--- config.mk ---
export PLATFORM = sky130hd
export DESIGN_NAME = issue_ctrl_flat
export DESIGN_NICKNAME = d
export VERILOG_FILES = /design/src/rtl/issue_ctrl_pkg.sv /design/src/rtl/issue_ctrl_if.sv /design/src/rtl/issue_queue.sv /design/src/rtl/issue_ctrl.sv /design/src/flat_wrapper.sv
export SDC_FILE = /design/constraint.sdc
export NUM_CORES = 1
export LEC_CHECK = 0
export CAP_MARGIN = 30
export CORE_MARGIN = 2
export CORE_UTILIZATION = 58
export DETAILED_ROUTE_END_ITERATION = 10
export GPL_TIMING_DRIVEN = 0
export PLACE_DENSITY = 0.82
export SKIP_CTS_REPAIR_TIMING = 1
export SLEW_MARGIN = 20
export SYNTH_ARGS = -nofsm -noshare
export SYNTH_HDL_FRONTEND = slang
export SYNTH_SLANG_ARGS = --single-unit
--- constraint.sdc ---
create_clock -name clk -period 5.1 [get_ports clk]
set_clock_uncertainty 0.1 [all_clocks]
set_input_delay 0.765 -clock clk [delete_from_list [all_inputs] [get_ports clk]]
set_output_delay 0.765 -clock clk [all_outputs]
set_load 0.02 [all_outputs]
--- src/rtl/issue_ctrl_pkg.sv ---
// Shared types and constants for the issue controller.
//   DATA_WIDTH       : instruction / PC width
//   OPC_LOAD/STORE   : opcodes that route an instruction to the load/store buffer
//   state_t          : controller state machine encoding
//   iq_entry_t       : one instruction-queue entry (instr + pc)
package issue_ctrl_pkg;

  localparam int DATA_WIDTH = 32;

  localparam logic [6:0] OPC_LOAD  = 7'b0000011;
  localparam logic [6:0] OPC_STORE = 7'b0100011;

  typedef enum logic {
    ST_RUN,
    ST_FLUSH
  } state_t;

  typedef struct packed {
    logic [DATA_WIDTH-1:0] instr;
    logic [DATA_WIDTH-1:0] pc;
  } iq_entry_t;

  // Memory ops go to the LSB, everything else to the reservation station.
  function automatic logic is_mem_op(input logic [DATA_WIDTH-1:0] instr);
    return (instr[6:0] == OPC_LOAD) || (instr[6:0] == OPC_STORE);
  endfunction

endpackage

--- src/rtl/issue_ctrl_if.sv ---
// Fetch / back-end / issue bus of the issue controller.
//   master : controller side (drives fetch_ready and the issue outputs)
//   slave  : environment side (fetcher, ROB, RS, LSB, decode)
interface issue_ctrl_if
  import issue_ctrl_pkg::*;
#(
  parameter int TAG_W = 4
);
  logic                  in_fetch_valid;
  logic [DATA_WIDTH-1:0] in_fetch_instr;
  logic [DATA_WIDTH-1:0] in_fetch_pc;
  logic                  out_fetch_ready;
  logic                  in_rob_full;
  logic                  in_rs_full;
  logic                  in_lsb_full;
  logic                  in_flush;
  logic                  out_issue_valid;
  logic [DATA_WIDTH-1:0] out_issue_instr;
  logic [DATA_WIDTH-1:0] out_issue_pc;
  logic [TAG_W-1:0]      out_issue_robtag;
  logic                  out_issue_to_lsb;

  modport master (
    input  in_fetch_valid, in_fetch_instr, in_fetch_pc,
    input  in_rob_full, in_rs_full, in_lsb_full, in_flush,
    output out_fetch_ready,
    output out_issue_valid, out_issue_instr, out_issue_pc,
    output out_issue_robtag, out_issue_to_lsb
  );

  modport slave (
    output in_fetch_valid, in_fetch_instr, in_fetch_pc,
    output in_rob_full, in_rs_full, in_lsb_full, in_flush,
    input  out_fetch_ready,
    input  out_issue_valid, out_issue_instr, out_issue_pc,
    input  out_issue_robtag, out_issue_to_lsb
  );
endinterface

--- src/rtl/issue_queue.sv ---
// In-order instruction queue: circular buffer with head/tail pointers.
//   clk, rst : clock, synchronous active-high reset
//   en       : clock enable; all state holds when low
//   push/din : write din at tail
//   pop      : drop head entry (caller guarantees count != 0)
//   flush    : empty the queue; overrides push and pop
//   head     : entry at head pointer (no bypass from din)
//   count    : number of valid entries
module issue_queue
  import issue_ctrl_pkg::*;
#(
  parameter  int DEPTH = 4,
  localparam int PTR_W = $clog2(DEPTH),
  localparam int CNT_W = PTR_W + 1
) (
  input  logic             clk,
  input  logic             rst,
  input  logic             en,
  input  logic             push,
  input  logic             pop,
  input  logic             flush,
  input  iq_entry_t        din,
  output iq_entry_t        head,
  output logic [CNT_W-1:0] count
);

  iq_entry_t        mem [DEPTH];
  logic [PTR_W-1:0] head_ptr, tail_ptr;

  // Payload storage needs no reset; validity is tracked by count.
  always_ff @(posedge clk) begin
    if (!rst && en && !flush && push) mem[tail_ptr] <= din;
  end

  // Pointers wrap naturally since DEPTH is a power of two.
  always_ff @(posedge clk) begin
    if (rst) begin
      head_ptr <= '0;
      tail_ptr <= '0;
      count    <= '0;
    end else if (en) begin
      if (flush) begin
        head_ptr <= '0;
        tail_ptr <= '0;
        count    <= '0;
      end else begin
        if (push) tail_ptr <= tail_ptr + PTR_W'(1);
        if (pop)  head_ptr <= head_ptr + PTR_W'(1);
        case ({push, pop})
          2'b10:   count <= count + CNT_W'(1);
          2'b01:   count <= count - CNT_W'(1);
          default: count <= count;
        endcase
      end
    end
  end

  assign head = mem[head_ptr];

endmodule

--- src/rtl/issue_ctrl.sv ---
// Issue controller: buffers fetched instructions, allocates ROB tags in
// order and issues one instruction per cycle to the LSB or the RS.
//   clk, rst : clock, synchronous active-high reset (dominates rdy)
//   rdy      : chip enable; all state and registered outputs hold when low
//   bus      : fetch handshake, back-end full flags, flush, issue outputs
module issue_ctrl
  import issue_ctrl_pkg::*;
#(
  parameter int IQ_DEPTH = 4,
  parameter int ROB_SIZE = 16
) (
  input  logic         clk,
  input  logic         rst,
  input  logic         rdy,
  issue_ctrl_if.master bus
);

  localparam int TAG_W = $clog2(ROB_SIZE);
  localparam int CNT_W = $clog2(IQ_DEPTH) + 1;

  state_t           state_q, state_d;
  logic [TAG_W-1:0] tag_q;
  logic [CNT_W-1:0] count;
  iq_entry_t        head;
  iq_entry_t        din;
  logic             push;
  logic             do_issue;
  logic             head_lsb;

  // Ready depends only on registered state; a same-cycle pop does not help.
  assign bus.out_fetch_ready = (count != CNT_W'(IQ_DEPTH)) && (state_q == ST_RUN);
  assign push     = bus.in_fetch_valid && bus.out_fetch_ready;
  assign head_lsb = is_mem_op(head.instr);
  assign din      = '{instr: bus.in_fetch_instr, pc: bus.in_fetch_pc};

  issue_queue #(.DEPTH(IQ_DEPTH)) u_queue (
    .clk   (clk),
    .rst   (rst),
    .en    (rdy),
    .push  (push),
    .pop   (do_issue),
    .flush (bus.in_flush),
    .din   (din),
    .head  (head),
    .count (count)
  );

  always_ff @(posedge clk) begin
    if (rst)      state_q <= ST_RUN;
    else if (rdy) state_q <= state_d;
  end

  always_comb begin
    state_d  = state_q;
    do_issue = 1'b0;
    case (state_q)
      ST_RUN: begin
        if (bus.in_flush) state_d = ST_FLUSH;
        else do_issue = (count != '0) && !bus.in_rob_full &&
                        !(head_lsb ? bus.in_lsb_full : bus.in_rs_full);
      end
      ST_FLUSH: state_d = ST_RUN;
      default:  state_d = ST_RUN;
    endcase
  end

  // Tag counter and issue output registers. Data outputs hold when idle.
  always_ff @(posedge clk) begin
    if (rst) begin
      tag_q                <= '0;
      bus.out_issue_valid  <= 1'b0;
      bus.out_issue_instr  <= '0;
      bus.out_issue_pc     <= '0;
      bus.out_issue_robtag <= '0;
      bus.out_issue_to_lsb <= 1'b0;
    end else if (rdy) begin
      if (bus.in_flush) begin
        // ROB pointers restart at 0 on flush, so tags do too.
        tag_q               <= '0;
        bus.out_issue_valid <= 1'b0;
      end else if (do_issue) begin
        tag_q                <= tag_q + TAG_W'(1);
        bus.out_issue_valid  <= 1'b1;
        bus.out_issue_instr  <= head.instr;
        bus.out_issue_pc     <= head.pc;
        bus.out_issue_robtag <= tag_q;
        bus.out_issue_to_lsb <= head_lsb;
      end else begin
        bus.out_issue_valid <= 1'b0;
      end
    end
  end

endmodule

--- src/flat_wrapper.sv ---
// flat-port wrapper written by rule: the top's interface ports become plain ports
module issue_ctrl_flat import issue_ctrl_pkg::*;
#(
  parameter int IQ_DEPTH = 4,
  parameter int ROB_SIZE = 16
)
  (clk, rst, rdy, bus_in_fetch_valid, bus_in_fetch_instr, bus_in_fetch_pc, bus_in_rob_full, bus_in_rs_full, bus_in_lsb_full, bus_in_flush, bus_out_fetch_ready, bus_out_issue_valid, bus_out_issue_instr, bus_out_issue_pc, bus_out_issue_robtag, bus_out_issue_to_lsb);
  issue_ctrl_if #(.TAG_W(4)) bus_i ();
  input  logic clk;
  input  logic rst;
  input  logic rdy;
  input wire logic [$bits(bus_i.in_fetch_valid)-1:0] bus_in_fetch_valid;
  input wire logic [$bits(bus_i.in_fetch_instr)-1:0] bus_in_fetch_instr;
  input wire logic [$bits(bus_i.in_fetch_pc)-1:0] bus_in_fetch_pc;
  input wire logic [$bits(bus_i.in_rob_full)-1:0] bus_in_rob_full;
  input wire logic [$bits(bus_i.in_rs_full)-1:0] bus_in_rs_full;
  input wire logic [$bits(bus_i.in_lsb_full)-1:0] bus_in_lsb_full;
  input wire logic [$bits(bus_i.in_flush)-1:0] bus_in_flush;
  output wire logic [$bits(bus_i.out_fetch_ready)-1:0] bus_out_fetch_ready;
  output wire logic [$bits(bus_i.out_issue_valid)-1:0] bus_out_issue_valid;
  output wire logic [$bits(bus_i.out_issue_instr)-1:0] bus_out_issue_instr;
  output wire logic [$bits(bus_i.out_issue_pc)-1:0] bus_out_issue_pc;
  output wire logic [$bits(bus_i.out_issue_robtag)-1:0] bus_out_issue_robtag;
  output wire logic [$bits(bus_i.out_issue_to_lsb)-1:0] bus_out_issue_to_lsb;
  assign bus_i.in_fetch_valid = bus_in_fetch_valid;
  assign bus_i.in_fetch_instr = bus_in_fetch_instr;
  assign bus_i.in_fetch_pc = bus_in_fetch_pc;
  assign bus_i.in_rob_full = bus_in_rob_full;
  assign bus_i.in_rs_full = bus_in_rs_full;
  assign bus_i.in_lsb_full = bus_in_lsb_full;
  assign bus_i.in_flush = bus_in_flush;
  assign bus_out_fetch_ready = bus_i.out_fetch_ready;
  assign bus_out_issue_valid = bus_i.out_issue_valid;
  assign bus_out_issue_instr = bus_i.out_issue_instr;
  assign bus_out_issue_pc = bus_i.out_issue_pc;
  assign bus_out_issue_robtag = bus_i.out_issue_robtag;
  assign bus_out_issue_to_lsb = bus_i.out_issue_to_lsb;
  issue_ctrl #(.IQ_DEPTH(IQ_DEPTH), .ROB_SIZE(ROB_SIZE)) u_core (.clk(clk), .rst(rst), .rdy(rdy), .bus(bus_i));
endmodule
==> results of run 1 <==
[stage by stage]
step	worst slack, ps	cells	util (%)
2_1_floorplan	1610	733	-
3_3_place_gp	19.8	1148	67.4
3_5_place_dp	1770	1152	67.8
4_1_cts	1840	1210	72.3
5_1_grt	1680	1213	72.4
6_report	1800	1213	72.4
[metal layers]
layer  global-route usage, %  vias to the layer above  routed length, um
li1                        -                     3140                  -
met1                    31.0                     3476              10300
met2                    37.3                      246              12800
met3                    4.52                       45               1750
met4                    6.37                        2                502
met5                       0                        -                 13
[power groups by stage]
| stage | combinational, mW | clock, mW | sequential [mW] |
|---|---|---|---|
| final | 0.144 | 2.15 | 2.99 |
| after global routing | 0.155 | 2.30 | 2.99 |
| after CTS | 0.144 | 2.19 | 2.99 |
| after detailed placement | 0.143 | 0 | 3.05 |
| after global placement | 0.137 | 0 | 3.05 |
| after floorplan | 0.0443 | 0 | 3.05 |
[flip-flops by register name (all words and copies together), names as in the netlist, 2 cells and up, named ones only]
register                     flops
u_core.bus.out_issue_robtag      4
u_core.u_queue.mem             256
u_core.tag_q                     4
u_core.bus.out_issue_pc         32
u_core.u_queue.tail_ptr          2
u_core.u_queue.count             3
u_core.u_queue.head_ptr          2
u_core.bus.out_issue_instr      32
[kinds of logic (layout without fill, tap and decap cells)]
group                    after synthesis  after routing  synth area share (%)
AO/OA/AOI/OAI                         97             97                  4.27
AND/OR/NAND/NOR                      179            179                  6.04
buffers and inverters                 46            251                  1.86
multiplexers                          65             65                  11.7
adder cells (fa/ha/maj)                6              6                 0.665
flip-flops                           340            340                  75.5
[worst max-delay path: stages, from the launching register on]
cell and delay [ps]:
dfxtp_1 310, clkbuf_1 500, mux4_2 470, nor4b_4 400, a31oi_2 220, and3_1 230
buf_2 150, fa_1 420, a211o_1 280, a2bb2oi_1 140
[worst paths after layout]
kind / to / cells past startpoint / startpoint
worst max register to register: u_core.u_queue.count[2] / 9 / flop
worst min-delay path: u_core.bus.out_issue_pc[6] / 2 / u_core.bus.out_issue_pc[6]
worst max-delay path: u_core.u_queue.count[2] / 9 / flop
worst min register to register: u_core.bus.out_issue_pc[6] / 2 / u_core.bus.out_issue_pc[6]
[layout by cell type, fill, tap and decap left out, drive strengths merged]
| master | instances |
|---|---|
| nor4b | 1 |
| a21bo | 1 |
| and2 | 4 |
| clkinv | 7 |
| buf | 23 |
| nand3 | 9 |
| nand2b | 2 |
| clkbuf | 71 |
| clkinvlp | 3 |
| clkdlybuf4s50 | 140 |
| bufinv | 1 |
| nor2 | 7 |
| a31oi | 4 |
| o2111ai | 1 |
| fa | 1 |
| nand4b | 2 |
| a21o | 2 |
| o21ai | 3 |
| a21oi | 79 |
| nor2b | 1 |
| a211o | 1 |
| or4 | 1 |
| edfxtp | 256 |
| a2bb2oi | 1 |
| dfxtp | 84 |
| mux4 | 64 |
| a22oi | 1 |
| mux2i | 1 |
| a21boi | 2 |
| nor3 | 3 |
| and3 | 2 |
| ha | 5 |
| inv | 6 |
| o31ai | 1 |
| nand2 | 145 |
| or3 | 1 |
| nor3b | 1 |
| o21a | 1 |
[area by class of cell]
class / instances / area [um2] / share of cell area (%)
sequential: 340 / 9370 / 61.5
multi-input combinational: 347 / 2820 / 18.5
timing repair buffer: 147 / 1520 / 9.95
clock buffer: 46 / 852 / 5.60
tap: 275 / 344 / 2.26
buffer: 41 / 213 / 1.40
clock inverter: 12 / 91.3 / 0.600
inverter: 5 / 18.8 / 0.123
==> flow_summary.toml, run 1 <==
[sta]
fmaxAchievable_mhz = 303
fin_crit_ps = 3300
final_max_slew_viol_count = 0
min_period_over_period_pct = 64.6
finalSetupViolations = 0
finalHoldViolCount = 0
tns_ps = 0
whs_ps = 353
maxSlewHeadroom_pct = 40.3
worst_pin_slew_ps = 895
rsz0062_at_grt = "false"

[finish]
drive_gt1_share_pct = 14.4
final_nets = 991
fill_cells = 1306
syn_to_final_growth_pct = 22.7
finish.instance_area_um2 = 15200
diodes = 0

[placed_design]
port_buffers = 140
place_area_um2 = 14200
gp_congestion = 0.802
hpwlAfterDp_mm = 16.0

[grt]
track_usage_pct = 22.5
antenna_found_initial = 1
grt_pass1_vias = 7024
overflow = 0
grt_start_max_net_pins = 37
grt_pass1_wl_mm = 38.2

[power_and_ir_drop]
p_total_mw = 5.29
pwr-share-seq_pct = 56.6
pwr-share-comb_pct = 2.7
clockPowerShare_pct = 40.7
p_sw_mw = 1.03
p_int_mw = 4.26
ir_drop_mv = 0.280
p_sw_share_pct = 19.4
power.density_nw_per_um2 = 347
power.leakage_nw = 4.75

[setup_path]
cp-start-kind = "flop"
critical_path_class = "flop to flop"
cp-end-kind = "flop"
r2r_setup_slack_ps = 1800
required_ps = 5480
worstPathMaxFanout = 10
crit_arrival_ps = 3670

[cts]
worstSkewPairLatency_ps = 560
cts.clk_slew.worst_paths_ps = 60
cts_tree = "done"
cts_buffers = 31
cts_buffer_depth = 3
clkSinkCount = 340
htree_levels = 1
cts-root-buf = "clkbuf_16"

[routing]
firstDrtPassIters = 5
drt-initial-drc-count = 480
drcViolationCount = 0
detail_route.wl_per_cell_um = 21.0
routed_via_density = 5.70
ant_nets = 0
vias = 6909
routed_wl_mm = 25.4

[logic_synthesis]
synth_edf_count = 256
yosysMostFrequentCell = "edfxtp_1"
ys_seq_area_share_pct = 75.5
synth_warnings = 0
synth_common_cells = "edfxtp_1, nand2_1, dfxtp_1"
synth_area_um2 = 12400
synth_largest_area_cell = "edfxtp_1"
synth_cell_type_count = 37
netlist.area_leader.share_pct = 61.9
synth-seq-cells = 340
syn_avg_cell_area_um2 = 16.9
ys_top_cells_by_area = "edfxtp_1, dfxtp_1, mux4_2, nand2_1, a21oi_1"
synth-async-reset-ratio_pct = 0
ys.flop_type = "edfxtp_1"
netlist_instances = 733
syn_nets = 811

[worst_hold_path]
hp-class = "flop to flop"

[run]
cap_violations = 0

[floorplanning]
die_h_um = 150
core_um2 = 21000
dieArea_um2 = 22600
die_x_um = 150
ios = 143
start_util_pct = 59.1
std_cell_rows = 53

[status]
status = "finished, final reports clean"
Power figures use the tool's default switching activity.
==> inputs of run 2 (changes only) <==
--- a/config.mk
+++ b/config.mk
@@ -7,10 +7,10 @@
 export LEC_CHECK = 0
 export CAP_MARGIN = 30
 export CORE_MARGIN = 2
-export CORE_UTILIZATION = 58
+export CORE_UTILIZATION = 55
 export DETAILED_ROUTE_END_ITERATION = 10
 export GPL_TIMING_DRIVEN = 0
-export PLACE_DENSITY = 0.82
+export PLACE_DENSITY = 0.78
 export SKIP_CTS_REPAIR_TIMING = 1
 export SLEW_MARGIN = 20
 export SYNTH_ARGS = -nofsm -noshare
==> constraint.sdc (replaced) <==
create_clock -name clk -period 3.35 [get_ports clk]
set_clock_uncertainty 0.1 [all_clocks]
set_input_delay 0.5025 -clock clk [delete_from_list [all_inputs] [get_ports clk]]
set_output_delay 0.5025 -clock clk [all_outputs]
set_load 0.02 [all_outputs]
==> run 2 against run 1 <==
Against the previous run: utilization is 2.4 points lower; die area is 5.3% higher; critical endpoint unchanged; power is 61% higher.
==> flow_summary.toml, run 2 (same netlist as run 1, synthesis figures left out) <==
[grt]
track_usage_pct = 21.5
antenna_found_initial = 1
overflow = 0
grt_pass1_wl_mm = 39.0
grt_start_max_net_pins = 37
grt_pass1_vias = 7147

[sta]
min_period_over_period_pct = 92.8
maxSlewHeadroom_pct = 39.4
fin_crit_ps = 3110
rsz0062_at_grt = "false"
worst_pin_slew_ps = 909
fmaxAchievable_mhz = 322
final_max_slew_viol_count = 0
finalSetupViolations = 0
finalHoldViolCount = 0
setup_ws_ps = 242

[finish]
reg.largest.list = "u_core.u_queue.mem x256, u_core.bus.out_issue_instr x32, u_core.bus.out_issue_pc x32"
largest_register_ff_count = 256
drive_gt1_share_pct = 15.2
diodes = 0
largest_register = "u_core.u_queue.mem"
final_cell_mix = "edfxtp_1, nand2_1, clkdlybuf4s50_1, dfxtp_1, a21oi_1"
syn_to_final_growth_pct = 23.9
final_common_cell = "edfxtp_1"
final_cells = 1220
fill_cells = 1441
final_nets = 992
finish.instance_area_um2 = 15400

[setup_path]
crit_arrival_ps = 3440
required_ps = 3680
r2r_setup_slack_ps = 240
slowest_stage = "mux4_2"
cp-start-kind = "flop"
r2r-end = "u_core.u_queue.count[2]"
critPathMaxStageDelay_ps = 590
cp-end-kind = "flop"
worstPathMaxFanout = 10
r2r_cells = 9
critical_path_class = "flop to flop"
crit_chain = "buf_4 -> mux4_2 -> nor4b_4 -> a31oi_2 -> and3_1 -> buf_2 -> fa_1 -> a211o_1 -> a2bb2oi_1"

[cts]
cts.clk_slew.worst_paths_ps = 60
htree_levels = 2
cts_tree = "done"
clkSinkCount = 340
cts_buffers = 35
worstSkewPairLatency_ps = 510
cts-root-buf = "clkbuf_16"
cts_buffer_depth = 3

[worst_hold_path]
min_from = "u_core.bus.out_issue_pc[26]"
hp-class = "flop to flop"
min_path_cells = 2
whs_endpoint = "u_core.bus.out_issue_pc[26]"

[placed_design]
place_area_um2 = 14300
port_buffers = 140
dp_cells = 1157
hpwlAfterDp_mm = 15.4
pre_cts_ws_ps = 148
gp_congestion = 0.791

[run]
cap_violations = 0

[floorplanning]
die_h_um = 154
start_util_pct = 56.5
die_x_um = 154
ios = 143
dieArea_um2 = 23800
core_um2 = 22000
std_cell_rows = 54

[power_and_ir_drop]
p_total_mw = 8.53
power.leakage_nw = 4.84
ir_drop_mv = 0.386
power.density_nw_per_um2 = 555

[routing]
routed_wl_mm = 24.9
ant_nets = 0
detail_route.wl_per_cell_um = 20.4
drt-initial-drc-count = 485
drcViolationCount = 0
routed_via_density = 5.64
vias = 6878
firstDrtPassIters = 5

[status]
status = "finished, final reports clean"
## run 2: routing by layer
layer,track usage [%],share of wire [%]
met1,28.8,41
met5,0,0
met4,6.01,2.0
met3,3.75,6.1
met2,36.8,51
## run 2: area by class of cell
class	count	area (um2)	area share [%]
timing repair buffer	145	1490	9.71
buffer	40	209	1.36
multi-input combinational	347	2820	18.4
clock buffer	45	943	6.13
inverter	5	18.8	0.122
sequential	340	9370	60.9
tap	280	350	2.28
clock inverter	18	173	1.12
## run 2: report_power, final
| part | switching [mW] | leakage, nW | internal [mW] |
|---|---|---|---|
| combinational | 0.110 | 1.31 | 0.109 |
| clock | 1.53 | 0.549 | 2.23 |
| sequential | 0.00820 | 2.98 | 4.55 |
## run 2: per-stage QoR
step	setup TNS, ps	utilization, %	hold WS, ps
2_1_floorplan	0	-	337
3_3_place_gp	-60070	64.5	341
3_5_place_dp	0	64.9	346
4_1_cts	0	70.0	354
5_1_grt	0	70.0	369
6_report	0	70.0	353
## run 2: worst max-delay path by stage
stage / startpoint / to / slack (ps) / cells past startpoint
2_1_floorplan: flop / u_core.u_queue.count[2] / 540 / 9
3_3_place_gp: bus_in_flush / u_core.u_queue.mem[3][49] / -250 / 5
3_5_place_dp: flop / u_core.u_queue.count[2] / 150 / 9
4_1_cts: flop / u_core.u_queue.count[2] / 110 / 9
5_1_grt: flop / u_core.u_queue.count[2] / 90 / 9
6_report: flop / u_core.u_queue.count[2] / 240 / 9
## run 2: critical path: cells and delay by family (launching register included)
family / cells / cell delay [ps]
AO/OA/AOI/OAI: 3 / 640
AND/OR/NAND/NOR: 2 / 620
multiplexers: 1 / 590
adder cells (fa/ha/maj): 1 / 420
buffers and inverters: 2 / 350
flip-flops: 1 / 310
